--- src/rtl/seq_alu_pkg.sv ---
// Shared opcode and state encodings for the sequential ALU.
package seq_alu_pkg;
  localparam int DATA_W_DEF = 64;
  localparam int SEL_W_DEF  = 6;

  typedef enum logic [SEL_W_DEF-1:0] {
    OP_AND  = 6'd0,
    OP_OR   = 6'd1,
    OP_XOR  = 6'd2,
    OP_ADD  = 6'd3,
    OP_SUB  = 6'd4,
    OP_SLT  = 6'd5,
    OP_SLTU = 6'd6,
    OP_SLL  = 6'd7,
    OP_SRL  = 6'd8,
    OP_SRA  = 6'd9,
    OP_MUL  = 6'd10,
    OP_DIVU = 6'd11,
    OP_REMU = 6'd12
  } alu_op_e;

  typedef enum logic [1:0] {
    ST_IDLE,
    ST_CALC,
    ST_DONE
  } state_e;
endpackage

--- src/rtl/seq_alu_muldiv_iter.sv ---
// Iterative shift-add multiplier / restoring divider, one bit per cycle.
// result is the combinational outcome of the final iteration, valid while done=1.
module muldiv_iter #(
  parameter int DATA_W = 64
) (
  input  logic              clk,
  input  logic              reset,
  input  logic              start,
  input  logic              is_div,
  input  logic              is_rem,
  input  logic [DATA_W-1:0] a,
  input  logic [DATA_W-1:0] b,
  output logic              done,
  output logic [DATA_W-1:0] result
);
  localparam int CNT_W = $clog2(DATA_W) + 1;

  // r_acc: product accumulator or partial remainder
  // r_x:   shifted multiplicand or dividend/quotient
  // r_y:   multiplier (shifted out) or divisor
  logic             r_busy, r_is_div, r_is_rem;
  logic [CNT_W-1:0] r_cnt;
  logic [DATA_W-1:0] r_acc, r_x, r_y;
  logic [DATA_W-1:0] w_acc_nxt, w_x_nxt, w_y_nxt;
  logic [DATA_W:0]   w_shift, w_diff;

  assign w_shift = {r_acc, r_x[DATA_W-1]};
  assign w_diff  = w_shift - {1'b0, r_y};

  always_comb begin
    w_acc_nxt = r_acc;
    w_x_nxt   = r_x;
    w_y_nxt   = r_y;
    if (r_is_div) begin
      if (!w_diff[DATA_W]) begin
        w_acc_nxt = w_diff[DATA_W-1:0];
        w_x_nxt   = {r_x[DATA_W-2:0], 1'b1};
      end else begin
        w_acc_nxt = w_shift[DATA_W-1:0];
        w_x_nxt   = {r_x[DATA_W-2:0], 1'b0};
      end
    end else begin
      w_acc_nxt = r_y[0] ? (r_acc + r_x) : r_acc;
      w_x_nxt   = r_x << 1;
      w_y_nxt   = r_y >> 1;
    end
  end

  assign done   = r_busy && (r_cnt == CNT_W'(DATA_W - 1));
  assign result = (r_is_div && !r_is_rem) ? w_x_nxt : w_acc_nxt;

  always_ff @(posedge clk) begin
    if (reset) begin
      r_busy   <= 1'b0;
      r_is_div <= 1'b0;
      r_is_rem <= 1'b0;
      r_cnt    <= '0;
      r_acc    <= '0;
      r_x      <= '0;
      r_y      <= '0;
    end else if (start) begin
      r_busy   <= 1'b1;
      r_is_div <= is_div;
      r_is_rem <= is_rem;
      r_cnt    <= '0;
      r_acc    <= '0;
      r_x      <= a;
      r_y      <= b;
    end else if (r_busy) begin
      r_acc <= w_acc_nxt;
      r_x   <= w_x_nxt;
      r_y   <= w_y_nxt;
      r_cnt <= r_cnt + 1'b1;
      if (done) r_busy <= 1'b0;
    end
  end
endmodule

--- src/rtl/seq_alu.sv ---
// Multi-cycle ALU: single-cycle logic/arith/shift ops, iterative MUL/DIVU/REMU,
// valid/ready on both sides with one operation in flight.
module seq_alu
  import seq_alu_pkg::*;
#(
  parameter int DATA_W  = DATA_W_DEF,
  parameter int SEL_W   = SEL_W_DEF,
  parameter int SHAMT_W = $clog2(DATA_W)
) (
  input  logic              clk,
  input  logic              reset,
  input  logic              in_valid,
  output logic              in_ready,
  input  logic [SEL_W-1:0]  in_op,
  input  logic [DATA_W-1:0] in_a,
  input  logic [DATA_W-1:0] in_b,
  output logic              out_valid,
  input  logic              out_ready,
  output logic [DATA_W-1:0] out_result,
  output logic              out_zero,
  output logic              out_illegal
);
  state_e              r_state, w_next;
  logic [DATA_W-1:0]   r_result, w_short_res, w_md_result;
  logic                r_illegal, w_illegal, w_long;
  logic                w_accept, w_md_start, w_md_done;
  logic                w_is_div, w_is_rem, w_b_zero;
  logic [SHAMT_W-1:0]  w_shamt;

  assign w_shamt  = in_b[SHAMT_W-1:0];
  assign w_b_zero = (in_b == '0);
  assign w_is_div = (in_op == SEL_W'(OP_DIVU)) || (in_op == SEL_W'(OP_REMU));
  assign w_is_rem = (in_op == SEL_W'(OP_REMU));

  // Single-cycle results; divide-by-zero is resolved here so it skips the iterator.
  always_comb begin
    w_short_res = '0;
    w_illegal   = 1'b0;
    w_long      = 1'b0;
    case (in_op)
      SEL_W'(OP_AND):  w_short_res = in_a & in_b;
      SEL_W'(OP_OR):   w_short_res = in_a | in_b;
      SEL_W'(OP_XOR):  w_short_res = in_a ^ in_b;
      SEL_W'(OP_ADD):  w_short_res = in_a + in_b;
      SEL_W'(OP_SUB):  w_short_res = in_a - in_b;
      SEL_W'(OP_SLT):  w_short_res = DATA_W'($signed(in_a) < $signed(in_b));
      SEL_W'(OP_SLTU): w_short_res = DATA_W'(in_a < in_b);
      SEL_W'(OP_SLL):  w_short_res = in_a << w_shamt;
      SEL_W'(OP_SRL):  w_short_res = in_a >> w_shamt;
      SEL_W'(OP_SRA):  w_short_res = $unsigned($signed(in_a) >>> w_shamt);
      SEL_W'(OP_MUL):  w_long = 1'b1;
      SEL_W'(OP_DIVU): begin
        if (w_b_zero) w_short_res = '1;
        else          w_long      = 1'b1;
      end
      SEL_W'(OP_REMU): begin
        if (w_b_zero) w_short_res = in_a;
        else          w_long      = 1'b1;
      end
      default:         w_illegal = 1'b1;
    endcase
  end

  always_ff @(posedge clk) begin
    if (reset) r_state <= ST_IDLE;
    else       r_state <= w_next;
  end

  always_comb begin
    w_next     = r_state;
    in_ready   = 1'b0;
    out_valid  = 1'b0;
    w_accept   = 1'b0;
    w_md_start = 1'b0;
    case (r_state)
      ST_IDLE: begin
        in_ready = 1'b1;
        if (in_valid) begin
          w_accept = 1'b1;
          if (w_long) begin
            w_md_start = 1'b1;
            w_next     = ST_CALC;
          end else begin
            w_next = ST_DONE;
          end
        end
      end
      ST_CALC: if (w_md_done) w_next = ST_DONE;
      ST_DONE: begin
        out_valid = 1'b1;
        if (out_ready) w_next = ST_IDLE;
      end
      default: w_next = ST_IDLE;
    endcase
  end

  muldiv_iter #(.DATA_W(DATA_W)) u_muldiv (
    .clk    (clk),
    .reset  (reset),
    .start  (w_md_start),
    .is_div (w_is_div),
    .is_rem (w_is_rem),
    .a      (in_a),
    .b      (in_b),
    .done   (w_md_done),
    .result (w_md_result)
  );

  always_ff @(posedge clk) begin
    if (reset) begin
      r_result  <= '0;
      r_illegal <= 1'b0;
    end else if (w_accept && !w_long) begin
      r_result  <= w_short_res;
      r_illegal <= w_illegal;
    end else if ((r_state == ST_CALC) && w_md_done) begin
      r_result  <= w_md_result;
      r_illegal <= 1'b0;
    end
  end

  assign out_result  = r_result;
  assign out_zero    = (r_result == '0);
  assign out_illegal = r_illegal;
endmodule

--- config.mk ---
export PLATFORM = sky130hd
export DESIGN_NAME = seq_alu
export DESIGN_NICKNAME = d
export VERILOG_FILES = /design/src/rtl/seq_alu_pkg.sv /design/src/rtl/seq_alu_muldiv_iter.sv /design/src/rtl/seq_alu.sv
export SDC_FILE = /design/constraint.sdc
export NUM_CORES = 2
export LEC_CHECK = 0
export CAP_MARGIN = 20
export CORE_MARGIN = 2
export CORE_UTILIZATION = 31
export DETAILED_ROUTE_END_ITERATION = 8
export SETUP_SLACK_MARGIN = 0.4
export SLEW_MARGIN = 40
export SYNTH_ARGS = -nofsm -noshare
export SYNTH_HDL_FRONTEND = slang
export SYNTH_SLANG_ARGS = --single-unit
--- constraint.sdc ---
create_clock -name clk -period 6.5 [get_ports clk]
set_clock_uncertainty 0.05 [all_clocks]
set_input_delay 1.3 -clock clk [delete_from_list [all_inputs] [get_ports clk]]
set_output_delay 1.3 -clock clk [all_outputs]
set_load 0.02 [all_outputs]
==> flow_summary_export.csv <==
group,metric,value,unit
outcome,outcome,"finished clean",
detailed_routing,wl_per_cell,32.88,µm
floorplan,num_rows,135,
detailed_routing,ant_nets,0,
clocking,cts_hold_buf,0,
worst_setup_path,worst-path-max-fanout,5,
worst_setup_path,r2r-end,"out_result[20]",
synthesis,synth_top_area_share,0.1274,
pwr,p_int,0.003934,W
flow_run,cap_viol_max_count,0,
timing,final.min_clock_period,5729,ps
worst_setup_path,startpoint_type,"primary input",
worst_hold_path,hold_start,"out_illegal",
floorplan,io_pins,206,
clocking,cts_setup_buffers,0,
synthesis,async_flop_share,0,
worst_setup_path,cpMaxStageDelayCell,"clkdlybuf4s50_1",
synthesis,synth_seq_cells,269,
pwr,p_switching,0.003367,W
detailed_routing,first_pass_iters,8,
clocking,cts_buffers,25,
timing,max_freq,0.1746,GHz
clocking,post_cts_resized,0,
timing,tightest_slew,976.2,ps
worst_hold_path,whs_endpoint,"out_illegal",
worst_setup_path,worstRegToRegCells,16,
floorplan,die-height,373.2,µm
synthesis,synth_top_area_cell,"dfxtp_1",
worst_setup_path,crit_chain,"clkdlybuf4s50_1 -> inv_1 -> ha_1 -> inv_1 -> fa_1 -> nor2b_1 -> o211ai_1 -> a2111oi_0 -> o21ai_0 -> o211ai_1 -> o21bai_1 -> nand3_1 -> nand4_1 -> a221oi_1 -> a21oi_1 -> a2bb2oi_1 -> a211oi_1",
synthesis,netlist_top_cells_count,"735 x nor2_1, 615 x a21oi_1, 488 x nand2_1",
synthesis,synth_nets,6494,
floorplan,die_area,0.1393,mm²
worst_setup_path,r2r_slack,1400,ps
detailed_routing,top_layer,"met5",
pwr,netSwitchingFraction,0.4611,
synthesis,syn-cell-area,0.04227,mm²
worst_setup_path,required,6950,ps
pwr,combinationalPowerShare,0.518,
timing,finalSetupTns,0,ps
detailed_routing,post-route-drc-count,0,
timing,rsz0062_at_grt,"false",
pwr,irDropWorstVdd,0.1672,mV
worst_setup_path,cp.buffers_inverters,3,
pwr,power,0.007301,W
worst_setup_path,r2r_start,"u_muldiv.r_x[63]",
synthesis,avgSynthCellArea,7.010,µm²
worst_hold_path,hold_path_class,"reg -> reg",
placement,dp_hpwl,213.4,mm
worst_setup_path,setup.worst_path.class,"in -> reg",
global_route,grt_pass1_wl,361.7,mm
synthesis,yosysWarningCount,0,
worst_setup_path,crit_path_max_incr_delay,640,ps
clocking,cts_sinks,269,
global_route,grt_max_degree,122,
timing,maxSlewViolCount,0,
placement,portBuffers,205,
global_route,antenna_found_initial,9,
pwr,power_density,150.1,mW/mm²
detailed_routing,met1Wirelength,113.0,mm
detailed_routing,totalWireLength,260.7,mm
placement,gp_congestion,1.067,
global_route,gr-usage-all-layers,0.3547,
global_route,grt_pass1_vias,47340,
clocking,clockBufferDepth,3,
floorplan,core,0.1355,mm²
timing,layout_worst_path_cycle_share,0.8813,
worst_setup_path,crit_arrival,6170,ps
timing,setup_viol,0,
synthesis,ys_seq_area_frac,0.1274,
floorplan,initial_core_util,0.3120,
detailed_routing,vias,51040,
synthesis,synth_edf_count,0,
detailed_routing,viasPerCell,6.438,
synthesis,synth_area_leaders,"dfxtp_1 13%, ha_1 9.6%, mux2i_1 7.5%",
pwr,clkPwrFrac,0.236,
worst_setup_path,path_delay_family,"compound AO/OA/AOI/OAI gates",
synthesis,yosysMostFrequentCell,"nor2_1",
worst_hold_path,min_path_cells,2,
final_layout,area_growth,15.11,%
detailed_routing,dr_wl_met3,23.94,mm
clocking,clkSlewWorstSetupHoldPaths,80,ps
pwr,leakage,19.20,nW
timing,finalHoldViolations,0,
final_layout,drive_gt1_frac,0.1085,
worst_setup_path,end_kind,"register",
clocking,worstSkewPairLatency,590,ps
synthesis,ys.flop_type,"dfxtp_1",
detailed_routing,drt_iter0_markers,7359,
clocking,cts_tree,"built",
synthesis,synth_cells,6029,
clocking,cts_root_buffer,"clkbuf_16",
synthesis,netlist-cell-type-count,101,
floorplan,fp.dieW,373.2,µm
timing,slew_headroom,0.3492,
global_route,grt-ovfl-total,0,
final_layout,nets,6586,
detailed_routing,dr_wl_met2,109.2,mm
clocking,cts_htree_levels,1,
pwr,seq_power_share,0.246,
==> routing by layer <==
metal / up-vias / GRT usage
li1: 22650 / -
met4: 8 / 0.1683
met2: 2983 / 0.5303
met5: - / 0
met1: 24970 / 0.4973
met3: 430 / 0.05160
==> worst reg2reg max path: stages (launching register included) <==
cell and delay (ps):
dfxtp_1 570, inv_1 90, ha_1 250, fa_1 420, nand2b_1 240, a211oi_2 290
o21ai_1 200, o211ai_2 350, o21ai_2 190, a21oi_1 350, a211o_2 630, nor2_1 90
buf_4 230, a221oi_2 330, nand2_1 110, a2111oi_1 560, a21o_1 140
==> cells in the final DEF (no fill, tap or decap), types with 35 or more instances in the layout <==
cell	instances
nor2_1	728
a21oi_1	612
nand2_1	485
buf_4	344
o21ai_0	335
ha_1	323
a211oi_1	316
mux2i_1	316
inv_1	297
dfxtp_1	266
clkdlybuf4s50_1	196
nand3_1	113
o22ai_1	107
xnor2_1	103
nor3_1	101
a21o_1	97
nand4_1	91
a31oi_1	82
mux4_2	79
nor4_1	69
o211ai_1	68
a221oi_1	64
o21bai_1	57
o31ai_1	55
nor2b_1	50
mux2_2	50
xor2_1	48
nand2b_1	35
==> registers in the layout, indices dropped and copies added (netlist names), 2 cells and up <==
| name | cells |
|---|---|
| out_result | 64 |
| u_muldiv.r_x | 64 |
| u_muldiv.r_y | 64 |
| u_muldiv.r_acc | 64 |
| u_muldiv.r_cnt | 7 |
| r_state | 2 |
==> power groups by stage <==
stage | Clock (W) | Sequential [W] | Combinational (W)
global route | 0.00179 | 0.00179 | 0.00394
finish | 0.00173 | 0.00179 | 0.00378
floorplan | 0 | 0.00181 | 0.00209
detailed placement | 0 | 0.00183 | 0.00364
CTS | 0.00173 | 0.00179 | 0.00366
global placement | 0 | 0.00183 | 0.00365
==> stage by stage <==
step	worst slack, ps	std cells	area [µm²]	hold slack [ps]	utilization
floorplan	854.9	6029	42270	388.7	-
global placement	194.9	7874	47610	395.8	0.3515
detailed placement	272.9	7875	47710	403.3	0.3522
CTS	852.8	7921	48620	413.2	0.3589
global route	576.1	7921	48630	436.7	0.3590
finish	771.3	7929	48650	407.9	0.3591
==> logic make-up (layout without fill, tap and decap cells) <==
kind of cell | after synthesis | after routing | share of synthesized area
compound gates | 2176 | 2176 | 0.3388
simple gates | 1846 | 1846 | 0.1968
buf+inv | 814 | 925 | 0.07762
mux | 446 | 446 | 0.1305
fa+ha+maj | 327 | 327 | 0.09751
flops | 269 | 269 | 0.1274
xor+xnor | 151 | 151 | 0.03129
other cells | 0 | 8 | 0
==> area by class of cell <==
type / instances / area, µm²
Multi-Input combinational cell: 4946 / 33810
Clock inverter: 16 / 225.2
Inverter: 307 / 1156
Timing Repair Buffer: 572 / 5129
Antenna cell: 8 / 20.02
Fill cell: 14660 / 86820
Sequential cell: 269 / 5394
Clock buffer: 30 / 684.4
Tap cell: 1781 / 2228
==> worst max path at each step <==
| stage | from | to | slack [ps] | depth (start not counted) |
|---|---|---|---|---|
| global placement | in_b[7] | out_result[60] | 190 | 14 |
| floorplan | in_b[2] | out_result[62] | 850 | 19 |
| detailed placement | in_a[0] | out_result[62] | 270 | 17 |
| finish | in_a[0] | out_result[62] | 770 | 17 |
| CTS | in_a[0] | out_result[62] | 850 | 17 |
| global route | in_b[32] | out_result[62] | 580 | 16 |
Note: power is estimated with default switching activity, not from simulation.
